File: config.mk
export PLATFORM = sky130hd
export DESIGN_NAME = mips_multicycle_ctrl
export DESIGN_NICKNAME = d
export VERILOG_FILES = /design/src/rtl/mips_pkg.sv /design/src/rtl/mips_alu_op_dec.sv /design/src/rtl/mips_multicycle_ctrl.sv
export SDC_FILE = /design/constraint.sdc
export NUM_CORES = 1
export LEC_CHECK = 0
export CAP_MARGIN = 40
export CORE_MARGIN = 4
export CORE_UTILIZATION = 36
export DETAILED_ROUTE_END_ITERATION = 7
export GPL_ROUTABILITY_DRIVEN = 0
export PLACE_DENSITY = 0.75
export SLEW_MARGIN = 20
export SYNTH_ARGS = -nofsm -noshare
export SYNTH_HDL_FRONTEND = slang
export SYNTH_SLANG_ARGS = --single-unit
File: constraint.sdc
create_clock -name clk -period 2.26 [get_ports clk]
set_clock_uncertainty 0.15 [all_clocks]
set_input_delay 0.452 -clock clk [delete_from_list [all_inputs] [get_ports clk]]
set_output_delay 0.452 -clock clk [all_outputs]
set_load 0.02 [all_outputs]
File: src/rtl/mips_pkg.sv
// Shared definitions for the MIPS multi-cycle control path: FSM states,
// opcode/funct values, ALU operation codes and datapath mux selects.
package mips_pkg;

    typedef enum logic [3:0] {
        S_FETCH,
        S_DECODE,
        S_EXEC_R,
        S_WB_R,
        S_EXEC_I,
        S_WB_I,
        S_MEM_ADDR,
        S_MEM_RD,
        S_MEM_WB,
        S_MEM_WR,
        S_BRANCH,
        S_JUMP,
        S_JR
    } state_t;

    localparam logic [5:0] OP_RTYPE = 6'h00;
    localparam logic [5:0] OP_J     = 6'h02;
    localparam logic [5:0] OP_JAL   = 6'h03;
    localparam logic [5:0] OP_BEQ   = 6'h04;
    localparam logic [5:0] OP_BNE   = 6'h05;
    localparam logic [5:0] OP_ADDI  = 6'h08;
    localparam logic [5:0] OP_ADDIU = 6'h09;
    localparam logic [5:0] OP_ANDI  = 6'h0C;
    localparam logic [5:0] OP_ORI   = 6'h0D;
    localparam logic [5:0] OP_XORI  = 6'h0E;
    localparam logic [5:0] OP_LUI   = 6'h0F;
    localparam logic [5:0] OP_LW    = 6'h23;
    localparam logic [5:0] OP_SW    = 6'h2B;

    localparam logic [5:0] FN_SLL  = 6'h00;
    localparam logic [5:0] FN_SRL  = 6'h02;
    localparam logic [5:0] FN_SRA  = 6'h03;
    localparam logic [5:0] FN_SLLV = 6'h04;
    localparam logic [5:0] FN_SRLV = 6'h06;
    localparam logic [5:0] FN_SRAV = 6'h07;
    localparam logic [5:0] FN_JR   = 6'h08;
    localparam logic [5:0] FN_MOVZ = 6'h0A;
    localparam logic [5:0] FN_ADD  = 6'h20;
    localparam logic [5:0] FN_ADDU = 6'h21;
    localparam logic [5:0] FN_SUB  = 6'h22;
    localparam logic [5:0] FN_SUBU = 6'h23;
    localparam logic [5:0] FN_AND  = 6'h24;
    localparam logic [5:0] FN_OR   = 6'h25;
    localparam logic [5:0] FN_XOR  = 6'h26;
    localparam logic [5:0] FN_NOR  = 6'h27;

    localparam logic [3:0] ALU_ADDU = 4'b0000;
    localparam logic [3:0] ALU_ADD  = 4'b1001;
    localparam logic [3:0] ALU_SUB  = 4'b0100;
    localparam logic [3:0] ALU_SUBU = 4'b1000;
    localparam logic [3:0] ALU_AND  = 4'b0001;
    localparam logic [3:0] ALU_OR   = 4'b0101;
    localparam logic [3:0] ALU_XOR  = 4'b0010;
    localparam logic [3:0] ALU_NOR  = 4'b1110;
    localparam logic [3:0] ALU_LUI  = 4'b0110;
    localparam logic [3:0] ALU_SLL  = 4'b1010;
    localparam logic [3:0] ALU_SRL  = 4'b0111;
    localparam logic [3:0] ALU_SRA  = 4'b1111;
    localparam logic [3:0] ALU_MOVZ = 4'b1011;

    localparam logic [1:0] SRC_A_PC    = 2'd0;
    localparam logic [1:0] SRC_A_RS    = 2'd1;
    localparam logic [1:0] SRC_A_SHAMT = 2'd2;

    localparam logic [1:0] SRC_B_RT   = 2'd0;
    localparam logic [1:0] SRC_B_FOUR = 2'd1;
    localparam logic [1:0] SRC_B_SIMM = 2'd2;
    localparam logic [1:0] SRC_B_ZIMM = 2'd3;

    localparam logic [1:0] PC_SRC_ALU  = 2'd0;
    localparam logic [1:0] PC_SRC_BR   = 2'd1;
    localparam logic [1:0] PC_SRC_JUMP = 2'd2;
    localparam logic [1:0] PC_SRC_RS   = 2'd3;

    localparam logic [1:0] DST_RT = 2'd0;
    localparam logic [1:0] DST_RD = 2'd1;
    localparam logic [1:0] DST_RA = 2'd2;

    localparam logic [1:0] M2R_ALU = 2'd0;
    localparam logic [1:0] M2R_MDR = 2'd1;
    localparam logic [1:0] M2R_PC  = 2'd2;

    // Instructions whose signed overflow can trap.
    function automatic logic is_ovf_op(input logic [5:0] op, input logic [5:0] funct);
        return ((op == OP_RTYPE) && ((funct == FN_ADD) || (funct == FN_SUB))) || (op == OP_ADDI);
    endfunction

    function automatic logic rtype_legal(input logic [5:0] funct);
        case (funct)
            FN_SLL, FN_SRL, FN_SRA, FN_SLLV, FN_SRLV, FN_SRAV, FN_MOVZ,
            FN_ADD, FN_ADDU, FN_SUB, FN_SUBU, FN_AND, FN_OR, FN_XOR, FN_NOR:
                return 1'b1;
            default:
                return 1'b0;
        endcase
    endfunction

endpackage

File: src/rtl/mips_alu_op_dec.sv
// Combinational ALU operation and operand-select decoder, keyed on FSM
// state plus latched opcode/funct; kept standalone for reuse by a pipeline.
module mips_alu_op_dec
    import mips_pkg::*;
(
    input  state_t     state,
    input  logic [5:0] op,
    input  logic [5:0] funct,
    output logic [3:0] alu_op,
    output logic [1:0] alu_src_a,
    output logic [1:0] alu_src_b
);

    logic [3:0] r_op;
    logic [3:0] i_op;
    logic       i_zext;

    always_comb begin
        r_op = ALU_ADDU;
        case (funct)
            FN_SLL, FN_SLLV: r_op = ALU_SLL;
            FN_SRL, FN_SRLV: r_op = ALU_SRL;
            FN_SRA, FN_SRAV: r_op = ALU_SRA;
            FN_MOVZ:         r_op = ALU_MOVZ;
            FN_ADD:          r_op = ALU_ADD;
            FN_ADDU:         r_op = ALU_ADDU;
            FN_SUB:          r_op = ALU_SUB;
            FN_SUBU:         r_op = ALU_SUBU;
            FN_AND:          r_op = ALU_AND;
            FN_OR:           r_op = ALU_OR;
            FN_XOR:          r_op = ALU_XOR;
            FN_NOR:          r_op = ALU_NOR;
            default:         r_op = ALU_ADDU;
        endcase
    end

    // Logical immediates and lui take the zero-extended immediate.
    always_comb begin
        i_op   = ALU_ADDU;
        i_zext = 1'b0;
        case (op)
            OP_ADDI:  i_op = ALU_ADD;
            OP_ADDIU: i_op = ALU_ADDU;
            OP_ANDI:  begin i_op = ALU_AND; i_zext = 1'b1; end
            OP_ORI:   begin i_op = ALU_OR;  i_zext = 1'b1; end
            OP_XORI:  begin i_op = ALU_XOR; i_zext = 1'b1; end
            OP_LUI:   begin i_op = ALU_LUI; i_zext = 1'b1; end
            default:  i_op = ALU_ADDU;
        endcase
    end

    always_comb begin
        alu_op    = ALU_ADDU;
        alu_src_a = SRC_A_PC;
        alu_src_b = SRC_B_FOUR;
        case (state)
            S_FETCH: begin
                alu_src_a = SRC_A_PC;
                alu_src_b = SRC_B_FOUR;
            end
            S_DECODE: begin
                alu_src_a = SRC_A_PC;
                alu_src_b = SRC_B_SIMM;
            end
            S_EXEC_R, S_WB_R: begin
                alu_op    = r_op;
                alu_src_b = SRC_B_RT;
                if ((funct == FN_SLL) || (funct == FN_SRL) || (funct == FN_SRA))
                    alu_src_a = SRC_A_SHAMT;
                else
                    alu_src_a = SRC_A_RS;
            end
            S_EXEC_I, S_WB_I: begin
                alu_op    = i_op;
                alu_src_a = SRC_A_RS;
                alu_src_b = i_zext ? SRC_B_ZIMM : SRC_B_SIMM;
            end
            S_MEM_ADDR, S_MEM_RD, S_MEM_WR, S_MEM_WB: begin
                alu_src_a = SRC_A_RS;
                alu_src_b = SRC_B_SIMM;
            end
            S_BRANCH: begin
                alu_op    = ALU_SUBU;
                alu_src_a = SRC_A_RS;
                alu_src_b = SRC_B_RT;
            end
            default: begin
                alu_src_a = SRC_A_PC;
                alu_src_b = SRC_B_FOUR;
            end
        endcase
    end

endmodule

File: src/rtl/mips_multicycle_ctrl.sv
// Multi-cycle MIPS control FSM: sequences fetch/decode/execute/memory/writeback
// and drives ALU op plus datapath strobes from state and the latched opcode/funct.
module mips_multicycle_ctrl
    import mips_pkg::*;
#(
    parameter logic [31:0] RESET_PC = 32'h0000_3000,
    parameter bit          OVF_TRAP = 1'b1
) (
    input  logic        clk,
    input  logic        reset,
    input  logic [31:0] instr,
    input  logic        mem_ready,
    input  logic        alu_zero,
    input  logic        alu_overflow,
    input  logic        alu_disable_reg,
    output logic [3:0]  alu_op,
    output logic [1:0]  alu_src_a,
    output logic [1:0]  alu_src_b,
    output logic        pc_write,
    output logic [1:0]  pc_source,
    output logic        ir_write,
    output logic        mem_req,
    output logic        mem_we,
    output logic        i_or_d,
    output logic        reg_write,
    output logic [1:0]  reg_dst,
    output logic [1:0]  mem_to_reg,
    output logic        exc_ovf,
    output logic        exc_illegal,
    output logic [31:0] reset_pc_o
);

    state_t     state, next_state;
    logic [5:0] op_q, funct_q;
    logic       ovf_trap_hit;
    logic       movz_block;
    logic       unused_instr;

    assign reset_pc_o   = RESET_PC;
    assign unused_instr = ^instr[25:6];

    always_ff @(posedge clk) begin
        if (reset) begin
            state   <= S_FETCH;
            op_q    <= 6'd0;
            funct_q <= 6'd0;
        end else begin
            state <= next_state;
            if ((state == S_FETCH) && mem_ready) begin
                op_q    <= instr[31:26];
                funct_q <= instr[5:0];
            end
        end
    end

    mips_alu_op_dec u_alu_op_dec (
        .state     (state),
        .op        (op_q),
        .funct     (funct_q),
        .alu_op    (alu_op),
        .alu_src_a (alu_src_a),
        .alu_src_b (alu_src_b)
    );

    // The ALU flags are only meaningful in the writeback states.
    assign ovf_trap_hit = OVF_TRAP && is_ovf_op(op_q, funct_q) && alu_overflow;
    assign movz_block   = (op_q == OP_RTYPE) && (funct_q == FN_MOVZ) && alu_disable_reg;

    always_comb begin
        next_state  = state;
        pc_write    = 1'b0;
        pc_source   = PC_SRC_ALU;
        ir_write    = 1'b0;
        mem_req     = 1'b0;
        mem_we      = 1'b0;
        i_or_d      = 1'b0;
        reg_write   = 1'b0;
        reg_dst     = DST_RT;
        mem_to_reg  = M2R_ALU;
        exc_ovf     = 1'b0;
        exc_illegal = 1'b0;
        case (state)
            S_FETCH: begin
                mem_req = 1'b1;
                if (mem_ready) begin
                    ir_write   = 1'b1;
                    pc_write   = 1'b1;
                    next_state = S_DECODE;
                end
            end
            S_DECODE: begin
                case (op_q)
                    OP_RTYPE: begin
                        if (funct_q == FN_JR)
                            next_state = S_JR;
                        else if (rtype_legal(funct_q))
                            next_state = S_EXEC_R;
                        else begin
                            exc_illegal = 1'b1;
                            next_state  = S_FETCH;
                        end
                    end
                    OP_ADDI, OP_ADDIU, OP_ANDI, OP_ORI, OP_XORI, OP_LUI:
                        next_state = S_EXEC_I;
                    OP_LW, OP_SW:   next_state = S_MEM_ADDR;
                    OP_BEQ, OP_BNE: next_state = S_BRANCH;
                    OP_J, OP_JAL:   next_state = S_JUMP;
                    default: begin
                        exc_illegal = 1'b1;
                        next_state  = S_FETCH;
                    end
                endcase
            end
            S_EXEC_R: next_state = S_WB_R;
            S_EXEC_I: next_state = S_WB_I;
            S_WB_R, S_WB_I: begin
                reg_dst    = (state == S_WB_R) ? DST_RD : DST_RT;
                mem_to_reg = M2R_ALU;
                reg_write  = !(movz_block || ovf_trap_hit);
                exc_ovf    = ovf_trap_hit;
                next_state = S_FETCH;
            end
            S_MEM_ADDR: next_state = (op_q == OP_LW) ? S_MEM_RD : S_MEM_WR;
            S_MEM_RD: begin
                mem_req = 1'b1;
                i_or_d  = 1'b1;
                if (mem_ready)
                    next_state = S_MEM_WB;
            end
            S_MEM_WB: begin
                reg_write  = 1'b1;
                reg_dst    = DST_RT;
                mem_to_reg = M2R_MDR;
                next_state = S_FETCH;
            end
            S_MEM_WR: begin
                mem_req = 1'b1;
                mem_we  = 1'b1;
                i_or_d  = 1'b1;
                if (mem_ready)
                    next_state = S_FETCH;
            end
            S_BRANCH: begin
                if (((op_q == OP_BEQ) && alu_zero) || ((op_q == OP_BNE) && !alu_zero)) begin
                    pc_write  = 1'b1;
                    pc_source = PC_SRC_BR;
                end
                next_state = S_FETCH;
            end
            S_JUMP: begin
                pc_write  = 1'b1;
                pc_source = PC_SRC_JUMP;
                if (op_q == OP_JAL) begin
                    reg_write  = 1'b1;
                    reg_dst    = DST_RA;
                    mem_to_reg = M2R_PC;
                end
                next_state = S_FETCH;
            end
            S_JR: begin
                pc_write   = 1'b1;
                pc_source  = PC_SRC_RS;
                next_state = S_FETCH;
            end
            default: next_state = S_FETCH;
        endcase
    end

endmodule

Word level (Yosys, flattened, before mapping)

Memory sizes are Yosys's and may differ from the RTL's. A register that Yosys moved wholly into a read port is not among the register bits.
Index checks and enable logic that the tools add are counted.

Output and inout port bits: 54
Input bits: 38
ROM bits: 320
Register bits after elaboration: 16
Memories kept: 2
Word-level logic and storage cells: 114

Multiplexer cells: 42
Eq/ne operators: 33
Reductions and logical operators: 34

Memory list:

| name             | words | width | read ports | clocked after memory_dff | wr ports | line                  | RTL |
|---|---|---|---|---|---|---|---|
| (name not given) | 64    | 4     | 1          | 1                        | 0        | mips_alu_op_dec.sv:20 | `case (funct)` |
| (name not given) | 64    | 1     | 1          | 1                        | 0        | mips_pkg.sv:94        | `case (funct)` |

Operators with widths:

| cell                                                 | count |
|---|---|
| equality test 6 x 4 -> 1 bit (second input constant) | 8 |
| case mux 4 bit (5 select lines)                      | 2 |
| case mux 4 bit (7 select lines)                      | 1 |
| equality test 6 x 2 -> 1 bit (second input constant) | 4 |
| equality test 6 bit (second input constant)          | 4 |
| two-way mux 6 bit                                    | 4 |
| equality test 4 bit (second input constant)          | 5 |
| two-way mux 4 bit                                    | 5 |
| two-way mux 1 bit                                    | 18 |
| equality test 4 x 3 -> 1 bit (second input constant) | 4 |
| OR reduction 2 bit                                   | 8 |
| equality test 6 x 3 -> 1 bit (second input constant) | 2 |
| zero test 6 bit                                      | 2 |
| case mux 2 bit (2 select lines)                      | 3 |
| case mux 2 bit (3 select lines)                      | 2 |
| case mux 4 bit (3 select lines)                      | 1 |
| OR reduction 12 bit                                  | 1 |
| equality test 4 x 2 -> 1 bit (second input constant) | 2 |
| logical AND 1 bit                                    | 7 |
| OR reduction 7 bit                                   | 1 |
| logical OR 1 bit                                     | 6 |
| two-way mux 2 bit                                    | 3 |
| inequality test 2 bit (second input constant)        | 3 |
| case mux 1 bit (3 select lines)                      | 2 |
| other kinds (9)                                      | 11 |

Depth between registers and ports, before layout

Gate-level depths: netlist (run 1).

Depth after elaboration: 8
Gate-level depth with buffers: 13
Mapped depth without buffers: 11

Hierarchy

Synthesis (run 1) repeated with hierarchy kept, for this count alone.

Cell total of the unflattened synthesis: 249
Area total of the unflattened synthesis: 1864.3 um2

Modules (own cells, without submodules):

| module               | instances | seq. area each (um2) | cells each | area each (um2) |
|---|---|---|---|---|
| mips_multicycle_ctrl | 1         | 340.3                | 193        | 1468.9 |
| mips_alu_op_dec      | 1         | 0.0                  | 56         | 395.4 |

Worst setup path before layout (run 1)

No wires, ideal clock.

Kind: reg-to-output
From: reg op_q[1]
To: out exc_illegal
Cell stages (with the launch flop): 7
Arrival: 2136 ps
Buffers on the path: 1
Required time: 1658 ps
Path slack: -478 ps
Path through: dfxtp_1 > clkbuf_1 > nor2b_1 > nor3b_1 > nor2_1 > o22ai_1 > a2111oi_0

Cells in the longest elaborated chain, start to end: 4
Elaborated cells on any way between the ends: 16
Those cells by class: 12 x eq/ne; 2 x mux; 2 x reduce/logical

RTL lines:

| item                                                 | line                       | RTL |
|---|---|---|
| from (decl)                                          | mips_multicycle_ctrl.sv:34 | `logic [5:0] op_q, funct_q;` |
| from (signal assigned)                               | mips_multicycle_ctrl.sv:50 | `op_q <= instr[31:26];` |
| equality test 6 x 4 -> 1 bit (tied with other cells) | mips_multicycle_ctrl.sv:92 | `case (op_q)` |
| OR reduction 12 bit (no line)                        | n/a                        |  |
| case mux 1 bit (2 select lines) *                    | mips_multicycle_ctrl.sv:92 |  |
| two-way mux 1 bit *                                  | mips_multicycle_ctrl.sv:82 | `case (state)` |
| to (decl)                                            | mips_multicycle_ctrl.sv:29 | `output logic exc_illegal,` |

Every way passes the cells marked *; elsewhere a longest branch is shown, timed or not.

Worst setup path after layout (run 1)

From: reg op_q[1]
To: out reg_write

Cells in the longest elaborated chain, start to end: 7
Elaborated cells on any way between the ends: 12
Those cells by class: 2 x eq/ne; 2 x mux; 8 x reduce/logical

RTL lines:

| item                              | line                                       | RTL |
|---|---|---|
| zero test 6 bit                   | mips_pkg.sv:90, mips_multicycle_ctrl.sv:67 |  |
| logical AND 1 bit                 | mips_pkg.sv:90                             | `return ((op == OP_RTYPE) && ((funct == FN_ADD) \|\| (funct == FN_SUB))) \|\| (op == OP_ADDI);` |
| logical OR 1 bit                  | mips_pkg.sv:90                             |  |
| logical AND 1 bit                 | mips_multicycle_ctrl.sv:66                 | `assign ovf_trap_hit = OVF_TRAP && is_ovf_op(op_q, funct_q) && alu_overflow;` |
| logical OR 1 bit                  | mips_multicycle_ctrl.sv:119                | `reg_write = !(movz_block \|\| ovf_trap_hit);` |
| zero test 1 bit                   | mips_multicycle_ctrl.sv:119                |  |
| case mux 1 bit (3 select lines) * | mips_multicycle_ctrl.sv:82                 |  |
| to (decl)                         | mips_multicycle_ctrl.sv:25                 | `output logic reg_write,` |

Marked as above.

==> flow_metrics.py, run 1 <==
metrics = {
    "timing": {
        "layout_setup_ws_ps": -175.8,
        "finalCritPeriodShare_pct": 107.8,
        "maxSlewViolCount": 0,
        "max_freq_mhz": 410.6,
        "final.min_clock_period_ps": 2436,
        "fin_tns_setup_ps": -403.7,
        "rsz0062_at_grt": "yes",
        "worst_hold_slack_ps": 361.2,
        "setup_violations": 7,
        "final_hold_viol_count": 0,
    },
    "floorplanning": {
        "start_util_pct": 37.75,
        "die_area_mm2": 0.006216,
        "core_area_mm2": 0.004786,
        "ioPinCount": 92,
        "core.rowCount": 25,
        "die_w_um": 78.84,
        "fp.dieH_um": 78.84,
    },
    "setup_path": {
        "worstPathMaxFanout": 4,
        "slowest_stage": "dfxtp_4",
        "critical_path_arrival_ps": 1830,
        "cp.buffers_inverters": 1,
        "cp.required_ps": 1660,
        "crit_path_cell_trace": "nor3_4, nand2_2, nor4_4, a32o_2, nand2_2, a211o_1, buf_6",
        "path_class": "flip-flop to output port",
        "cpMostUsedCell": "nand2_2",
        "cp_top_family": "simple AND/OR/NAND/NOR gates",
        "endpoint_kind": "output port",
        "max_stage_delay_ps": 380,
        "start_kind": "flip-flop",
    },
    "min_path": {
        "hold_path_class": "flip-flop to flip-flop",
    },
    "synth": {
        "synth_edf_count": 0,
        "ys_ff_latch": 21,
        "synth_area_mm2": 0.001807,
        "syn_inst": 248,
        "synth.avg_cell_area_um2": 7.285,
        "synth_top_flop_cell": "dfxtp_1",
        "yosys_warnings": 0,
        "seq_area_frac_synth_pct": 23.27,
        "async_reset_ff_share_pct": 0,
        "synth_cell_type_count": 52,
    },
    "clocking": {
        "clk_latency_ps": 260,
        "cts_buffers": 3,
        "cts_tree": "yes",
        "clockBufferDepth": 2,
        "cts.clk_slew.worst_paths_ps": 80,
        "cts_root_buffer": "clkbuf_8",
        "htreeDepth": 1,
        "cts_sinks": 21,
    },
    "final_layout": {
        "synthToLayoutAreaGrowth_pct": 67.87,
        "stdcell_area_mm2": 0.003033,
        "drive_gt1_share_pct": 43.59,
        "fill_cells": 392,
        "postLayoutCoreUtil_pct": 63.37,
        "nets": 394,
        "seqCellArea_um2": 451.7,
        "multi_input_area_mm2": 0.001445,
        "antenna_cells": 0,
    },
    "pwr": {
        "irDropWorstVdd_mv": 0.2544,
        "finalPower_mw": 1.574,
        "p_leak_nw": 1.358,
        "power.density_mw_per_mm2": 519.0,
    },
    "drt": {
        "post_drt_wl_per_cell_um": 14.99,
        "drt.antenna.violating_nets": 0,
        "vias_per_cell": 5.122,
        "drt-total-wl_mm": 6.264,
        "drt_iter0_markers": 151,
        "firstDrtPassIters": 4,
        "drc": 0,
        "vias": 2141,
    },
    "placement": {
        "placed_cell_area_mm2": 0.002610,
        "numPortBuffers": 39,
        "post-dp-hpwl_mm": 4.390,
    },
    "status": {
        "violations": "setup timing",
        "status": "complete, but fails checks",
    },
    "grt": {
        "grt.total_usage_pct": 17.73,
        "grt_overflow": 0,
        "grt_pass1_vias": 1937,
        "grt_pass1_wl_mm": 8.963,
        "antenna_found_initial": 0,
        "grt_max_degree": 14,
    },
    "job": {
        "cap_violations": 0,
    },
}
-- placed cells by master, fill, tap and decap left out, types with 3 or more instances in the layout --
cell type,count
or3_1,3
a211o_1,4
nand3_1,3
nand2_4,3
a21oi_1,15
clkdlybuf4s15_2,3
nand2b_1,3
o21ai_1,4
inv_1,3
nor2_4,4
dfxtp_2,4
nor2b_1,3
mux2i_1,3
dfxtp_4,7
nor2_1,20
conb_1,32
clkdlybuf4s50_1,15
nand2_2,4
o21ai_0,4
buf_4,70
nand2_1,30
o22ai_1,3
dlygate4sd2_1,7
dfxtp_1,10
inv_2,3
clkbuf_8,3
buf_6,14
-- metrics by stage --
stage          setup slack [ps]  instances
2_1_floorplan            -42.29        278
3_3_place_gp             -493.1        399
3_5_place_dp             -517.4        399
4_1_cts                  -261.8        409
5_1_grt                  -258.3        418
6_report                 -175.8        418
-- state kept, by name, summed over array words and instances (netlist names), named ones only --
signal,flops
funct_q,6
op_q,6
state,4
u_alu_op_dec.r_op,4
-- synth_stat cells, types with 3 or more instances --
library cell	n	area share [%]
nor3_1	3	0.83
or3_1	3	1.0
nand3_1	5	1.4
dfxtp_1	21	23
buf_4	32	13
nor2b_1	6	2.1
o22ai_1	4	1.4
a211oi_1	4	1.7
nor3b_1	3	1.2
a21oi_1	18	5.0
nor2_1	25	5.2
a31oi_1	3	1.0
clkbuf_1	10	2.1
inv_1	6	1.2
a211o_1	4	1.9
mux2i_1	5	2.8
nand2b_1	4	1.4
o21ai_0	7	1.9
nand2_1	35	7.3
ha_1	4	2.8
-- worst register-to-register path: stages, from the launching register on --
cell and delay, ps:
dfxtp_4 370, buf_6 130, nor4_4 290, nand2_4 110, buf_6 130, nand2_4 70
a21oi_4 60, inv_2 100, ha_4 140, nand3b_1 70, a31o_2 280, or3_1 330
o221ai_2 70
-- power breakdown --
group          leakage, nW  total [mW]  internal (mW)  switching [mW]
clock network       0.0228       0.255          0.126           0.129
registers            0.179       0.456          0.415          0.0414
logic                 1.16       0.863          0.416           0.447
-- final timing paths --
| check | from | slack [ps] | cells past startpoint | endpoint |
|---|---|---|---|---|
| setup reg to reg | state[1] | -110 | 12 | u_alu_op_dec.r_op[3] |
| hold / removal | op_q[5] | 360 | 2 | op_q[5] |
| setup / recovery | op_q[1] | -180 | 7 | reg_write |
| hold reg to reg | op_q[5] | 360 | 2 | op_q[5] |
-- cells by family (layout without fill, tap and decap cells) --
group | Yosys count | in the layout | share of synthesized area (%)
AOI/OAI and AO/OA | 63 | 63 | 23.34
xor gates and xnor gates | 2 | 2 | 0.9697
adders and majority gates | 4 | 4 | 2.770
buffers and inverters | 53 | 126 | 18.91
DFF | 21 | 21 | 23.27
muxes | 5 | 5 | 2.770
other | 2 | 32 | 0.4157
and+or+nand+nor | 98 | 98 | 27.56
-- layer usage --
layer | up-vias | wire length (um) | global-route usage, %
met5 | - | 0 | 0
met1 | 1030 | 2418 | 21.00
met2 | 95 | 3339 | 33.02
met4 | 0 | 71 | 3.780
li1 | 1010 | - | -
met3 | 6 | 435 | 3.401
-- cell type report --
type                            count  share of cell area, %
Sequential cell                    21                  14.89
Multi-Input combinational cell    204                  47.65
Tap cell                           67                  2.764
Inverter                            7                  1.031
Timing Repair Buffer              115                  32.18
Clock buffer                        4                  1.485
-- repair_timing --
item	in CTS	in global routing
endpoints found under the setup margin	27	23
pin swaps	14	16
resized for setup	89	63
endpoints found under the hold margin	0	0
buffers inserted	7	12
hold buffers	0	0
gates cloned	0	0
Note: power is estimated with default switching activity, not from simulation.
==> run 2: changes to the inputs <==
--- a/config.mk
+++ b/config.mk
@@ -6,11 +6,14 @@
 export NUM_CORES = 1
 export LEC_CHECK = 0
 export CAP_MARGIN = 40
+export CELL_PAD_IN_SITES_DETAIL_PLACEMENT = 0
+export CELL_PAD_IN_SITES_GLOBAL_PLACEMENT = 2
 export CORE_MARGIN = 4
-export CORE_UTILIZATION = 36
+export CORE_UTILIZATION = 21
 export DETAILED_ROUTE_END_ITERATION = 7
 export GPL_ROUTABILITY_DRIVEN = 0
-export PLACE_DENSITY = 0.75
+export GPL_TIMING_DRIVEN = 0
+export PLACE_DENSITY = 0.81
 export SLEW_MARGIN = 20
 export SYNTH_ARGS = -nofsm -noshare
 export SYNTH_HDL_FRONTEND = slang
==> constraint.sdc (replaced) <==
create_clock -name clk -period 2.6 [get_ports clk]
set_clock_uncertainty 0.15 [all_clocks]
set_input_delay 0.52 -clock clk [delete_from_list [all_inputs] [get_ports clk]]
set_output_delay 0.52 -clock clk [all_outputs]
set_load 0.02 [all_outputs]
==> flow_metrics.py, run 2 (synthesis results as in run 1) <==
metrics = {
    "status": {
        "status": "completed",
    },
    "setup_path": {
        "reg2reg_depth": 11,
        "rrSetupSlack_ps": 130,
        "max_stage_delay_ps": 390,
        "endpoint_kind": "output port",
        "critical_path_arrival_ps": 1840,
        "path_class": "flip-flop to output port",
        "slowest_stage": "dlygate4sd2_1",
        "worstPathMaxFanout": 7,
        "crit_path_cell_trace": "buf_6, or2_2, clkbuf_1, nor2_1, dlygate4sd2_1",
        "cp.required_ps": 1930,
        "start_kind": "flip-flop",
        "worstReg2RegStart": "state[3]",
        "timing.rr.end": "u_alu_op_dec.r_op[3]",
    },
    "clocking": {
        "cts_root_buffer": "clkbuf_8",
        "htreeDepth": 1,
        "clockBufferDepth": 2,
        "cts_tree": "yes",
        "cts_buffers": 3,
        "clk_latency_ps": 260,
        "cts_hold_buffers": 0,
        "cts_sinks": 21,
        "cts.clk_slew.worst_paths_ps": 80,
    },
    "drt": {
        "drc": 0,
        "drt-total-wl_mm": 5.687,
        "firstDrtPassIters": 4,
        "drt.antenna.violating_nets": 0,
        "vias_per_cell": 4.385,
        "drt_iter0_markers": 72,
        "post_drt_wl_per_cell_um": 12.95,
        "vias": 1925,
    },
    "pwr": {
        "irDropWorstVdd_mv": 0.1801,
        "p_leak_nw": 1.273,
        "power.density_mw_per_mm2": 439.1,
    },
    "final_layout": {
        "layout_common_cells": "buf_4 (54), conb_1 (32), nand2_1 (31), nor2_1 (22)",
        "final_common_cell": "buf_4",
        "antenna_cells": 0,
        "drive_gt1_share_pct": 31.44,
        "fill_cells": 909,
        "multi_input_area_mm2": 0.001264,
        "reg_top3": "funct_q (6), op_q (6)",
        "finalNonFillerCells": 439,
        "synthToLayoutAreaGrowth_pct": 49.93,
        "nets": 377,
        "seqCellArea_um2": 437.9,
    },
    "timing": {
        "layout_setup_ws_ps": 85.85,
        "final_hold_viol_count": 0,
        "finalCritPeriodShare_pct": 96.70,
        "max_freq_mhz": 397.7,
        "maxSlewViolCount": 0,
        "rsz0062_at_grt": "yes",
        "fin_tns_setup_ps": 0,
        "setup_violations": 0,
        "final.min_clock_period_ps": 2514,
    },
    "floorplanning": {
        "start_util_pct": 21.77,
        "core.rowCount": 33,
        "die_w_um": 100.8,
        "core_area_mm2": 0.008299,
        "ioPinCount": 92,
        "die_area_mm2": 0.01015,
        "fp.dieH_um": 100.8,
    },
    "placement": {
        "placed_cells": 421,
        "dp_slack_ps": -629.9,
        "numPortBuffers": 38,
        "post-dp-hpwl_mm": 4.513,
    },
    "min_path": {
        "hold_path_class": "flip-flop to flip-flop",
        "hold_path_end": "op_q[0]",
        "worstHoldStart": "op_q[0]",
        "worstHoldPathCells": 2,
    },
    "grt": {
        "grt.total_usage_pct": 10.86,
        "grt_max_degree": 12,
        "antenna_found_initial": 0,
        "grt_pass1_wl_mm": 8.859,
        "grt_overflow": 0,
        "grt_pass1_vias": 1740,
    },
    "job": {
        "cap_violations": 0,
    },
}
## run 2: repair_timing
item	4_1_cts	5_1_grt
pin swaps	9	10
endpoints found under the setup margin	27	19
endpoints found under the hold margin	0	0
gates resized for setup	80	25
buffers inserted	8	9
## run 2: worst max-delay path, delay by kind of cell, from the launching register on
kind / cells / cell delay (ps)
simple gates: 2 / 520
flops: 1 / 350
buf+inv: 3 / 720
## run 2: layout make-up
cell class	count	share of cell area [%]
timing repair buffer	55	17.55
sequential	21	16.17
buffer	43	11.82
inverter	7	1.293
clock buffer	4	1.663
tap	105	4.850
multi-input combinational	204	46.65
## run 2: worst max path at each step
stage | startpoint | endpoint | slack, ps | cells after the start
final | state[2] | mem_to_reg[0] | 90 | 5
after global routing | op_q[5] | reg_write | -5 | 7
after CTS | state[0] | i_or_d | 1 | 4
after detailed placement | op_q[3] | reg_write | -630 | 7
after global placement | op_q[3] | reg_write | -620 | 7
after floorplan | op_q[1] | exc_illegal | 40 | 6
## run 2: layer usage
layer / GRT usage, % / part of all wire, %
met2: 17.57 / 47
met5: 0 / 0
met1: 15.08 / 46
met4: 2.591 / 0.90
met3: 1.730 / 5.4
## run 2: report_power, final
| group | switching [mW] | internal (mW) |
|---|---|---|
| registers | 0.0431 | 0.361 |
| logic | 0.313 | 0.251 |
| clock network | 0.113 | 0.109 |
| total | 0.469 | 0.721 |
## run 2: per-stage QoR
step | hold slack, ps | util, % | instance area, um^2 | total power [mW]
6_report | 366.3 | 32.64 | 2709 | 1.190
5_1_grt | 398.2 | 32.64 | 2709 | 1.269
4_1_cts | 373.1 | 31.34 | 2601 | 1.178
3_5_place_dp | 362.4 | 29.31 | 2432 | 0.9117
3_3_place_gp | 357.7 | 29.31 | 2432 | 0.9103
2_1_floorplan | 322.2 | - | 1921 | 0.7534
==> run 3: changes to the inputs <==
--- a/config.mk
+++ b/config.mk
@@ -9,11 +9,11 @@
 export CELL_PAD_IN_SITES_DETAIL_PLACEMENT = 0
 export CELL_PAD_IN_SITES_GLOBAL_PLACEMENT = 2
 export CORE_MARGIN = 4
-export CORE_UTILIZATION = 21
+export CORE_UTILIZATION = 22
 export DETAILED_ROUTE_END_ITERATION = 7
 export GPL_ROUTABILITY_DRIVEN = 0
 export GPL_TIMING_DRIVEN = 0
-export PLACE_DENSITY = 0.81
+export PLACE_DENSITY_LB_ADDON = 0.12
 export SLEW_MARGIN = 20
 export SYNTH_ARGS = -nofsm -noshare
 export SYNTH_HDL_FRONTEND = slang
==> constraint.sdc (replaced) <==
create_clock -name clk -period 3 [get_ports clk]
set_clock_uncertainty 0.15 [all_clocks]
set_input_delay 0.6 -clock clk [delete_from_list [all_inputs] [get_ports clk]]
set_output_delay 0.6 -clock clk [all_outputs]
set_load 0.02 [all_outputs]
==> flow_metrics.py, run 3 (synthesis results as in run 1) <==
metrics = {
    "final_layout": {
        "antenna_cells": 0,
        "synthToLayoutAreaGrowth_pct": 42.11,
        "layout_common_cells": "buf_4 (39), nand2_1 (33), conb_1 (32), clkdlybuf4s50_1 (27), nor2_1 (22)",
        "nets": 365,
        "fill_cells": 905,
        "final_common_cell": "buf_4",
        "reg_top3": "funct_q (6), op_q (6)",
        "drive_gt1_share_pct": 22.67,
    },
    "placement": {
        "numPortBuffers": 38,
        "post-dp-hpwl_mm": 4.655,
    },
    "drt": {
        "drc": 0,
        "drt-total-wl_mm": 5.701,
        "drt_iter0_markers": 48,
        "vias_per_cell": 4.358,
        "firstDrtPassIters": 4,
        "post_drt_wl_per_cell_um": 13.45,
        "drt.antenna.violating_nets": 0,
        "vias": 1848,
    },
    "min_path": {
        "hold_path_class": "flip-flop to flip-flop",
        "worstHoldStart": "funct_q[5]",
        "worstHoldPathCells": 2,
    },
    "grt": {
        "grt_pass1_wl_mm": 9.252,
        "grt_max_degree": 13,
        "grt.total_usage_pct": 11.58,
        "antenna_found_initial": 0,
        "grt_overflow": 0,
        "grt_pass1_vias": 1841,
    },
    "setup_path": {
        "timing.rr.end": "u_alu_op_dec.r_op[3]",
        "reg2reg_depth": 14,
        "start_kind": "flip-flop",
        "rrSetupSlack_ps": 220,
        "worstSetupEndpoint": "reg_write",
        "worstPathMaxFanout": 8,
        "worstSetupStartpoint": "state[3]",
        "cp.required_ps": 2250,
        "critical_path_arrival_ps": 2130,
        "worstReg2RegStart": "state[0]",
        "path_class": "flip-flop to output port",
        "endpoint_kind": "output port",
    },
    "timing": {
        "worst_hold_slack_ps": 367.6,
        "max_freq_mhz": 347.3,
        "relSlewSlack_pct": 67.48,
        "final.min_clock_period_ps": 2879,
        "maxSlewViolCount": 0,
        "setup_violations": 0,
        "worstMarginPinSlew_ps": 481.0,
        "finalCritPeriodShare_pct": 95.98,
        "final_hold_viol_count": 0,
        "rsz0062_at_grt": "yes",
    },
    "floorplanning": {
        "die_area_mm2": 0.009726,
        "die_w_um": 98.62,
        "fp.dieH_um": 98.62,
        "core_area_mm2": 0.007848,
        "ioPinCount": 92,
        "core.rowCount": 32,
        "start_util_pct": 23.02,
    },
    "clocking": {
        "clockBufferDepth": 2,
        "htreeDepth": 1,
        "clk_latency_ps": 260,
        "cts_root_buffer": "clkbuf_8",
        "cts.clk_slew.worst_paths_ps": 80,
        "cts_tree": "yes",
        "cts_sinks": 21,
        "cts_buffers": 3,
    },
    "pwr": {
        "power.density_mw_per_mm2": 391.8,
        "p_leak_nw": 1.152,
        "finalPower_mw": 1.006,
        "irDropWorstVdd_mv": 0.1359,
    },
    "job": {
        "cap_violations": 0,
    },
    "status": {
        "status": "completed",
    },
}
run 3: changes by cell type in the layout (fill, tap and decap cells not counted), moves of 3 or more:
cell and delta:
buf_4 -15, clkdlybuf4s50_1 +10, dfxtp_1 +6, buf_2 -4, dfxtp_2 -3, dfxtp_4 -3, dlymetal6s2s_1 -3
run 3: layout make-up:
| cell class | count | area (um^2) | area share, % |
|---|---|---|---|
| inverter | 7 | 31.28 | 1.218 |
| sequential | 21 | 422.9 | 16.47 |
| clock inverter | 1 | 5.005 | 0.1949 |
| timing repair buffer | 44 | 409.1 | 15.94 |
| multi-input combinational | 204 | 1225 | 47.71 |
| clock buffer | 3 | 41.29 | 1.608 |
| buffer | 42 | 305.3 | 11.89 |
| tap | 102 | 127.6 | 4.971 |
run 3: how the worst min path moves through the flow:
| stage | endpoint | slack (ps) |
|---|---|---|
| 2_1_floorplan | funct_q[4] | 320 |
| 3_3_place_gp | funct_q[4] | 370 |
| 3_5_place_dp | funct_q[5] | 360 |
| 4_1_cts | funct_q[5] | 370 |
| 5_1_grt | funct_q[5] | 410 |
| 6_report | funct_q[5] | 370 |
run 3: metrics by stage:
stage | util [%] | area [um^2] | setup slack [ps] | setup TNS (ps) | cells
after global placement | 30.93 | 2427 | -395.4 | -2822 | 418
after CTS | 32.06 | 2516 | -33.86 | -33.86 | 421
after floorplan | - | 1919 | 114.0 | 0 | 278
final | 32.72 | 2567 | 120.7 | 0 | 424
after detailed placement | 30.93 | 2427 | -356.3 | -2583 | 418
after global routing | 32.72 | 2567 | -16.69 | -16.69 | 424
run 3: metal layers:
metal	GRT usage, %	routed length, um	up-vias
li1	-	-	958
met3	2.548	258	4
met2	21.37	2827	45
met4	1.261	23	0
met1	14.16	2591	841
met5	0	0	-
run 3: what timing repair did:
action                                  in CTS  in global routing
buffers inserted                             1                  5
gates resized for setup                     28                 17
hold buffers                                 0                  0
endpoints found under the setup margin      12                 17
pin swaps                                    3                  3
cloned                                       0                  0
run 3: report_power, final:
group | switching, mW | leakage [nW] | internal, mW | total [mW]
logic | 0.259 | 0.953 | 0.204 | 0.463
clock network | 0.100 | 0.0255 | 0.0927 | 0.193
registers | 0.0375 | 0.174 | 0.312 | 0.350
total | 0.397 | 1.15 | 0.609 | 1.01
run 3: worst max-delay path, stage by stage, from the launching register on:
cell           delay, ps
dfxtp_1              540
inv_1                220
nand2_1              190
o21bai_1             200
a41oi_1               90
a211o_1              310
dlygate4sd2_1        320
